### src/rtl/pipeline_ctrl.sv
`default_nettype none
// ============================================================================
// Module      : pipeline_ctrl
// Description : Sequencing controller for a 5-stage MIPS pipeline. Chooses
//               per cycle whether each pipeline register advances, holds or
//               loads a bubble (load-use stall, taken-branch flush, halt
//               drain), gates execution with debug run / single-step
//               requests, and keeps advance and stall counters.
// Revision    : 1.0 - initial release
// ============================================================================
module pipeline_ctrl #(
  parameter int CNT_SZ = 32
) (
  input  logic              i_clk,
  input  logic              i_reset,
  input  logic              i_run,
  input  logic              i_step,
  input  logic              i_id_ex_mem_read,
  input  logic [4:0]        i_id_ex_rt,
  input  logic [4:0]        i_if_id_rs,
  input  logic [4:0]        i_if_id_rt,
  input  logic              i_branch_taken,
  input  logic              i_id_halt,
  input  logic              i_wb_halt,
  output logic              o_pc_en,
  output logic              o_if_id_en,
  output logic              o_if_id_flush,
  output logic              o_id_ex_en,
  output logic              o_id_ex_flush,
  output logic              o_ex_mem_en,
  output logic              o_mem_wb_en,
  output logic              o_halted,
  output logic [1:0]        o_state,
  output logic [CNT_SZ-1:0] o_cycle_cnt,
  output logic [CNT_SZ-1:0] o_stall_cnt
);

  typedef enum logic [1:0] {
    ST_IDLE   = 2'b00,
    ST_RUN    = 2'b01,
    ST_STEP   = 2'b10,
    ST_HALTED = 2'b11
  } state_t;

  localparam logic [4:0] c_REG_ZERO = 5'd0;

  state_t              r_state;
  logic                r_halt_pending;
  logic [CNT_SZ-1:0]   r_cycle_cnt;
  logic [CNT_SZ-1:0]   r_stall_cnt;

  logic                w_adv;
  logic                w_hazard;

  // A cycle advances the pipeline only while running or on the single step
  assign w_adv = (r_state == ST_RUN) || (r_state == ST_STEP);

  // Load-use hazard: the load in ID/EX writes a register the IF/ID
  // instruction reads; $zero never creates a dependency
  assign w_hazard = i_id_ex_mem_read && (i_id_ex_rt != c_REG_ZERO) &&
                    ((i_id_ex_rt == i_if_id_rs) || (i_id_ex_rt == i_if_id_rt));

  // Run / step / halt sequencing; HALTED is left only through reset
  always_ff @(posedge i_clk or negedge i_reset) begin
    if (!i_reset) begin
      r_state <= ST_IDLE;
    end else begin
      case (r_state)
        ST_IDLE: begin
          if (i_run)       r_state <= ST_RUN;
          else if (i_step) r_state <= ST_STEP;
        end
        ST_RUN: begin
          if (i_wb_halt)   r_state <= ST_HALTED;
          else if (!i_run) r_state <= ST_IDLE;
        end
        ST_STEP: begin
          if (i_wb_halt)   r_state <= ST_HALTED;
          else             r_state <= ST_IDLE;
        end
        ST_HALTED: r_state <= ST_HALTED;
        default:   r_state <= ST_IDLE;
      endcase
    end
  end

  // Remember that the halt instruction has entered ID/EX so fetch stays frozen
  always_ff @(posedge i_clk or negedge i_reset) begin
    if (!i_reset) begin
      r_halt_pending <= 1'b0;
    end else if (w_adv && !w_hazard && i_id_halt) begin
      r_halt_pending <= 1'b1;
    end
  end

  // Debug counters: advance cycles and load-use bubbles, wrapping naturally
  always_ff @(posedge i_clk or negedge i_reset) begin
    if (!i_reset) begin
      r_cycle_cnt <= '0;
      r_stall_cnt <= '0;
    end else if (w_adv) begin
      r_cycle_cnt <= r_cycle_cnt + CNT_SZ'(1);
      if (w_hazard && !r_halt_pending) begin
        r_stall_cnt <= r_stall_cnt + CNT_SZ'(1);
      end
    end
  end

  // Per-cycle register enables and flushes; drain, then stall, then halt
  // entry, then normal fetch with optional branch flush
  always_comb begin
    o_pc_en       = 1'b0;
    o_if_id_en    = 1'b0;
    o_if_id_flush = 1'b0;
    o_id_ex_en    = 1'b0;
    o_id_ex_flush = 1'b0;
    o_ex_mem_en   = 1'b0;
    o_mem_wb_en   = 1'b0;
    if (w_adv) begin
      o_id_ex_en  = 1'b1;
      o_ex_mem_en = 1'b1;
      o_mem_wb_en = 1'b1;
      if (r_halt_pending || w_hazard) begin
        // Hold fetch/decode and push a bubble; a taken branch in ID
        // resolves again next cycle once its operand is ready
        o_id_ex_flush = 1'b1;
      end else if (i_id_halt) begin
        // Let the halt move into ID/EX while fetch stops
        o_id_ex_flush = 1'b0;
      end else begin
        o_pc_en       = 1'b1;
        o_if_id_en    = 1'b1;
        o_if_id_flush = i_branch_taken;
      end
    end
  end

  assign o_halted    = (r_state == ST_HALTED);
  assign o_state     = r_state;
  assign o_cycle_cnt = r_cycle_cnt;
  assign o_stall_cnt = r_stall_cnt;

endmodule
`default_nettype wire

### config.mk
export PLATFORM = sky130hd
export DESIGN_NAME = pipeline_ctrl
export DESIGN_NICKNAME = d
export VERILOG_FILES = /design/src/rtl/pipeline_ctrl.sv
export SDC_FILE = /design/constraint.sdc
export NUM_CORES = 1
export LEC_CHECK = 0
export CAP_MARGIN = 20
export CORE_ASPECT_RATIO = 1.75
export CORE_MARGIN = 2
export CORE_UTILIZATION = 55
export DETAILED_ROUTE_END_ITERATION = 8
export DONT_BUFFER_PORTS = 1
export GPL_ROUTABILITY_DRIVEN = 0
export GPL_TIMING_DRIVEN = 0
export MAX_ROUTING_LAYER = met4
export PLACE_DENSITY = 0.7
export SLEW_MARGIN = 30
export SYNTH_ARGS = -nofsm -noshare
export SYNTH_HDL_FRONTEND = slang
export SYNTH_SLANG_ARGS = --single-unit
### constraint.sdc
create_clock -name i_clk -period 3.54 [get_ports i_clk]
set_clock_uncertainty 0.05 [all_clocks]
set_input_delay 0.708 -clock i_clk [delete_from_list [all_inputs] [get_ports i_clk]]
set_output_delay 0.708 -clock i_clk [all_outputs]
set_load 0.005 [all_outputs]
== Yosys cells after proc, flatten, opt, wreduce, memory -nomap -nowiden ==
Index checks and enable logic that the tools add are counted.
Word-level totals
  register bits after elaboration: 67
  output and inout bits: 74
Cells by class
  add/subtract/negate cells: 2
  equal/unequal tests: 7
  multiplexer cells: 15
  reduce and logical (&&, ||, !) cells: 14
Operators with widths (number)
  adder 32 x 1 -> 32 bit, second input constant: 2
  equality test 5 bit: 2
  two-way mux 2 bit: 5
  two-way mux 1 bit: 9
  one-hot mux 2 bit (4 select lines): 1
  inequality test 3 bit, second input constant: 2
  logical AND 1 bit: 5
  nonzero test 5 bit: 1
  equality test 2 bit, second input constant: 2
  AND reduction 2 bit: 2
  logical OR 1 bit: 3
  equality test 2 x 1 -> 1 bit, second input constant: 1
  zero test 1 bit: 2
  zero test 2 bit: 1

== Logic depth before layout (Yosys ltp) ==
Gate-level depths: netlist of the first run.
  depth after elaboration: 6
  depth in mapped cells: 8
  gate-level depth less buffers: 7

== Worst setup path after synthesis of the first run ==
Ideal clock, no wire load.
  kind: in2out
  start point: input i_id_ex_rt[1]
  end point: output o_pc_en
  arrival time: 2.083 ns
  data required time: 2.782 ns
  path slack: 0.699 ns
  stages: 5
  buffers on the path: 1
  cell sequence: or4_1 -> o21ai_2 -> nor2_2 -> nor3_1 -> buf_4
On the way
  cells in the longest elaborated chain, start to end: 6
RTL lines
  start, declared: line 19  | input logic [4:0] i_id_ex_rt,
  equality test 5 bit / nonzero test 5 bit (equally long branches): line 61, 60
  logical OR 1 bit / logical AND 1 bit (equally long branches): line 61, 60
  logical AND 1 bit (*): line 60  | assign w_hazard = i_id_ex_mem_read && (i_id_ex_rt != c_REG_ZERO) &&
  logical OR 1 bit (*): line 123  | if (r_halt_pending || w_hazard) begin
  two-way mux 1 bit (*) (2 in a row)
  end, declared: line 25  | output logic o_pc_en,
Every way passes the cells marked *; elsewhere a longest branch is shown, timed or not.

== Worst setup path after layout of the first run ==
Ends and elaborated chain as after synthesis.

==> results of run 1 <==
placed cells by master (no fill, tap or decap), types with 2 or more instances in the layout:
cell      netlist  final
clkinv_2        0      3
nand3_1        17     17
nor4b_2         3      3
ha_1            6      6
o21ai_0         2      2
nor3_2          4      4
clkbuf_1        1      2
a21oi_1         2      2
inv_1           6      6
and4_1          3      3
xnor2_1        21     21
clkbuf_8        0     10
buf_4           4      4
xor2_1         51     51
nand2_1        35     35
nor2_1         18     18
or2_2           3      3
nor3_1         12     12
nor4_1         16     16
nor4_4          2      2
dfrtp_1        67     67
nand2b_1        2      2
nand4_1        11     11
and3_1          6      6
buf_2           4      4
o21ai_2         2      2
mux2_2          2      2
state kept, by name, summed over array words and instances, names as in the netlist:
name            count
o_cycle_cnt        32
o_stall_cnt        32
o_state             2
r_halt_pending      1
power by group through the flow:
stage          clock, mW  combinational, mW  sequential, mW
4_1_cts            0.636              0.352           0.909
2_1_floorplan          0              0.279           0.900
3_5_place_dp           0              0.330           0.923
6_report           0.615              0.345           0.906
5_1_grt            0.660              0.395           0.917
3_3_place_gp           0              0.315           0.921
cells by family after synthesis:
family,Yosys count,share of synthesized area
AOI/OAI and AO/OA,11,0.0231
xor gates and xnor gates,72,0.184
DFF,67,0.490
adders and majority gates,6,0.0220
buffers and inverters,15,0.0223
muxes,2,0.00659
and+or+nand+nor,145,0.251
stage by stage:
| stage | setup WS [ps] | std cells |
|---|---|---|
| 6_report | 489 | 416 |
| 5_1_grt | 364 | 416 |
| 4_1_cts | 474 | 416 |
| 3_5_place_dp | 470 | 398 |
| 3_3_place_gp | 485 | 398 |
| 2_1_floorplan | 699 | 318 |
critical path: stages:
cell,delay (ps)
or4_1,580
o21ai_2,410
nor2_2,110
nor3_1,310
buf_4,170
metal layers:
metal	track usage	up-vias	share of wire	routed length [um]
li1	-	1124	-	-
met2	0.422	68	0.56	3910
met4	0.0994	0	0.021	146
met5	-	-	0	0
met3	0.0666	10	0.059	406
met1	0.224	1165	0.36	2480
layout make-up:
type	count	share of cell area
Buffer	9	0.0143
Clock buffer	11	0.0377
Clock inverter	5	0.0140
Inverter	6	0.00600
Multi-Input combinational cell	236	0.444
Sequential cell	67	0.447
Tap cell	80	0.0267
Timing Repair Buffer	2	0.0100
what timing repair did:
action | 4_1_cts | 5_1_grt
buffers inserted | 0 | 0
hold endpoints to repair | 60 | 0
hold buffers | 2 | 0
setup endpoints to repair | 0 | 0
resized for setup | 0 | 0
path summary, 6_finish.rpt:
| check | end |
|---|---|
| max reg2reg | o_cycle_cnt[26] |
| min reg2reg | o_cycle_cnt[31] |
| min in group i_clk | o_cycle_cnt[31] |
| max in group asynchronous | o_cycle_cnt[23] |
| max | o_pc_en |
| min | o_state[0] |
==> flow_summary.ini, run 1 <==
[power_and_ir_drop]
finalPower_mw = 1.87
power.share.clock = 0.329
share_seq_of_total_power = 0.486
peakVddDrop_mv = 0.303
p_per_area_mw_per_mm2 = 498
internal-power_mw = 1.32
pwr-share-comb = 0.185
p_sw_frac = 0.290
p_sw_uw = 542
leakagePower_nw = 1.81

[clocking]
clkLatencyLatePin_ps = 340
cts_root_buffer = clkbuf_8
numCtsBuffers = 9
tritoncts = done
cts.sinks = 67
clock_path_buffers = 2
cts_max_level = 3
clk_pin_slew_worst_paths_ps = 70

[logic_synthesis]
synth_area_leaders = dfrtp_1, xor2_1, xnor2_1
syn_inst = 318
ys_seq_area_frac = 0.490
ys_async_sr_fraction = 1.00
synth_ff_type = dfrtp_1
synth.avg_cell_area_um2 = 10.8
synth_top_cell_by_area = dfrtp_1
synth_top_area_share = 0.490
synth-edff-count = 0
ys_seq_elements = 67
synth_commonest_cells = dfrtp_1, xor2_1, nand2_1
synthesis.nets = 347
yosys_warnings = 0
syn_area_mm2 = 0.00342
synth_cell_type_count = 43
yosysMostFrequentCell = dfrtp_1

[setup_path]
worstPathMaxFanout = 8
cp.arrival_ps = 2290
r2r_setup_slack_ps = 1130
r2r_cells = 8
critPathKind = in -> out
r2r-start = o_state[0]
cp-start-kind = input pin
cp-end-kind = primary output
required_ps = 2780
worstSetupStartpoint = i_id_ex_rt[1]

[sta]
rsz0062_at_grt = no
finalHoldViolCount = 0
max_freq_mhz = 328
fin_crit_sh = 0.862
worst_pin_slew_ps = 457
holdWs_ps = 171
setup_viol = 0
post-route-min-period_ps = 3050
fin_setup_tns_ps = 0
report.final.slew_viol_count = 0
slew-limit-headroom = 0.695

[drt]
ant_nets = 0
num_vias = 2367
dr.pass1.iters = 4
wl_per_cell_um = 16.7
drtIter0Drc = 108
drc_errors = 0
drt-total-wl_um = 6940
via_per_inst = 5.69

[finish]
fin_nets = 360
stdcell_area_mm2 = 0.00375
fin_util = 0.616
layout-drive-gt1-share = 0.140
regArea_mm2 = 0.00168
antennaDiodeCount = 0
multi_input_area_mm2 = 0.00167
syn_to_final_growth_pct = 9.70
fillers = 549

[floorplan]
fp.dieArea_mm2 = 0.00689
die_w_um = 63.6
core-area_mm2 = 0.00609
ios = 97
initial_core_util = 0.562
die_h_um = 108
num_rows = 38

[global_route]
grt_overflow = 0
grt_pass1_vias = 2510
track_usage = 0.231
antenna_found_initial = 0
grt_max_degree = 61
grt_pass1_wl_um = 11900

[run_status]
status = finished clean

[place]
port_buffers = 0
place_area_mm2 = 0.00352
dp_hpwl_um = 5160

[worst_hold_path]
hold_class = in -> async

[flow_run]
maxCapViolations = 0
Power figures use the tool's default switching activity.
==> run 2: changes to the inputs <==
CAP_MARGIN = default   (was 20)
CORE_UTILIZATION = 31   (was 55)
PLACE_DENSITY = default   (was 0.7)
==> run 2 against run 1 <==
Against the previous run: die area rose by 73%; hold slack got worse by 150 ps; first-iteration DRC count fell by 29%; utilization fell by 25 points; largest cell class unchanged; clock power rose by 61%; combinational power barely moved.
==> flow_summary.ini, run 2 (synthesis results as in run 1) <==
[run_status]
status = finished clean

[clocking]
cts_root_buffer = clkbuf_16
clock_path_buffers = 2
cts_hold_repair.buffers = 0
clkLatencyLatePin_ps = 330
cts_max_level = 3
tritoncts = done
clk_pin_slew_worst_paths_ps = 60
numCtsBuffers = 9
cts.repair.resized = 0
post_cts_buffers = 0
cts.sinks = 67

[floorplan]
ios = 97
initial_core_util = 0.320
num_rows = 50
die_w_um = 83.4
core-area_mm2 = 0.0107
fp.dieArea_mm2 = 0.0119
die_h_um = 143

[setup_path]
crit_path_top_delay_cell = or4_1
r2r-end = o_cycle_cnt[26]
cpPeakStageDelay_ps = 570
path_buf_inv = 1
r2r_cells = 8
cp-start-kind = input pin
critPathKind = in -> out
worstPathMaxFanout = 8
path_cells = or4_1 -> o21ai_2 -> nor2_2 -> nor3_1 -> buf_4
worstSetupStartpoint = i_id_ex_rt[1]
r2r-start = o_state[0]
worstSetupEndpoint = o_pc_en
r2r_setup_slack_ps = 1110
cp.arrival_ps = 2410
path_depth = 5
required_ps = 2780
cp_top_family = simple AND/OR/NAND/NOR gates
cp-end-kind = primary output

[finish]
fin_nets = 358
antennaDiodeCount = 0
layout-drive-gt1-share = 0.141
final_common_cell = dfrtp_1
syn_to_final_growth_pct = 14.6
final_cell_mix = dfrtp_1, xor2_1, nand2_1, xnor2_1, nor2_1

[power_and_ir_drop]
share_seq_of_total_power = 0.406
internal-power_mw = 1.64
pwr-share-comb = 0.153
peakVddDrop_mv = 0.276
p_sw_uw = 600
finalPower_mw = 2.24
leakagePower_nw = 1.85
p_per_area_mw_per_mm2 = 571
p_sw_frac = 0.268
power.share.clock = 0.441

[sta]
max_freq_mhz = 316
post-route-min-period_ps = 3160
setup_viol = 0
fin_setup_tns_ps = 0
final.setup.worst_slack_ps = 375
worst_pin_slew_ps = 466
fin_crit_sh = 0.894
holdWs_ps = 19.4
slew-limit-headroom = 0.690
report.final.slew_viol_count = 0
finalHoldViolCount = 0
rsz0062_at_grt = no

[drt]
dr.pass1.iters = 4
drc_errors = 0
drt-total-wl_um = 7970
num_vias = 2381
ant_nets = 0
via_per_inst = 5.13
wl_per_cell_um = 17.2
drtIter0Drc = 77

[worst_hold_path]
hold_class = in -> async

[global_route]
grt_max_degree = 68
grt_pass1_wl_um = 13100
track_usage = 0.146
grt_pass1_vias = 2470
grt_overflow = 0
antenna_found_initial = 0

[place]
place_ws_ps = 370
dp_hpwl_um = 6000
port_buffers = 0

[flow_run]
maxCapViolations = 0
==> run 2: cell count changes in the layout (fill, tap and decap cells not counted) <==
cell,change
clkbuf_16,+9
clkbuf_8,-8
clkinv_2,-3
clkinv_4,+2
buf_16,-1
bufinv_16,+1
clkbuf_1,-1
dlygate4sd3_1,-1
==> run 2: worst reg2reg max path: stages, from the launching register on <==
cell     delay (ps)
dfrtp_1         420
inv_1           100
ha_1            400
buf_4           210
and4_1          280
nand2_1         150
nor4_4          420
nand3_1         150
xnor2_1         140
==> run 2: cell type report <==
| type | count | area (um^2) |
|---|---|---|
| multi-input combinational | 236 | 1670 |
| buffer | 9 | 53.8 |
| clock inverter | 5 | 85.1 |
| sequential | 67 | 1680 |
| tap | 130 | 163 |
| clock buffer | 11 | 253 |
| fill | 1061 | 6780 |
| inverter | 6 | 22.5 |
==> run 2: stage by stage <==
stage	cell area, um^2	cells	util
floorplan	3420	318	-
global placement	3580	448	0.335
detailed placement	3580	448	0.335
CTS	3920	464	0.366
global route	3920	464	0.366
finish	3920	464	0.366
==> run 2: power groups by stage <==
stage               combinational [mW]  clock (mW)  sequential [mW]
floorplan                        0.279           0            0.900
global placement                 0.327           0            0.921
detailed placement               0.345           0            0.924
CTS                              0.346        1.02            0.911
global route                     0.382        1.05            0.919
finish                           0.342       0.988            0.908
==> run 2: how the worst min path moves through the flow <==
stage | start | endpoint | slack, ps | depth (start not counted)
final | i_reset | o_cycle_cnt[11] | 20 | 0
after global placement | i_reset | o_cycle_cnt[9] | 360 | 0
after global routing | i_reset | o_cycle_cnt[11] | 1 | 0
after floorplan | i_reset | o_cycle_cnt[0] | 360 | 0
after CTS | i_reset | o_cycle_cnt[9] | 7 | 0
after detailed placement | i_reset | o_cycle_cnt[9] | 360 | 0
==> run 2: routing by layer <==
metal	GRT usage	part of all wire	vias to the layer above	wire length (um)
li1	-	-	1123	-
met1	0.152	0.37	1171	2930
met2	0.248	0.55	74	4400
met3	0.0387	0.058	13	466
met4	0.0820	0.021	0	165
met5	-	0	-	0
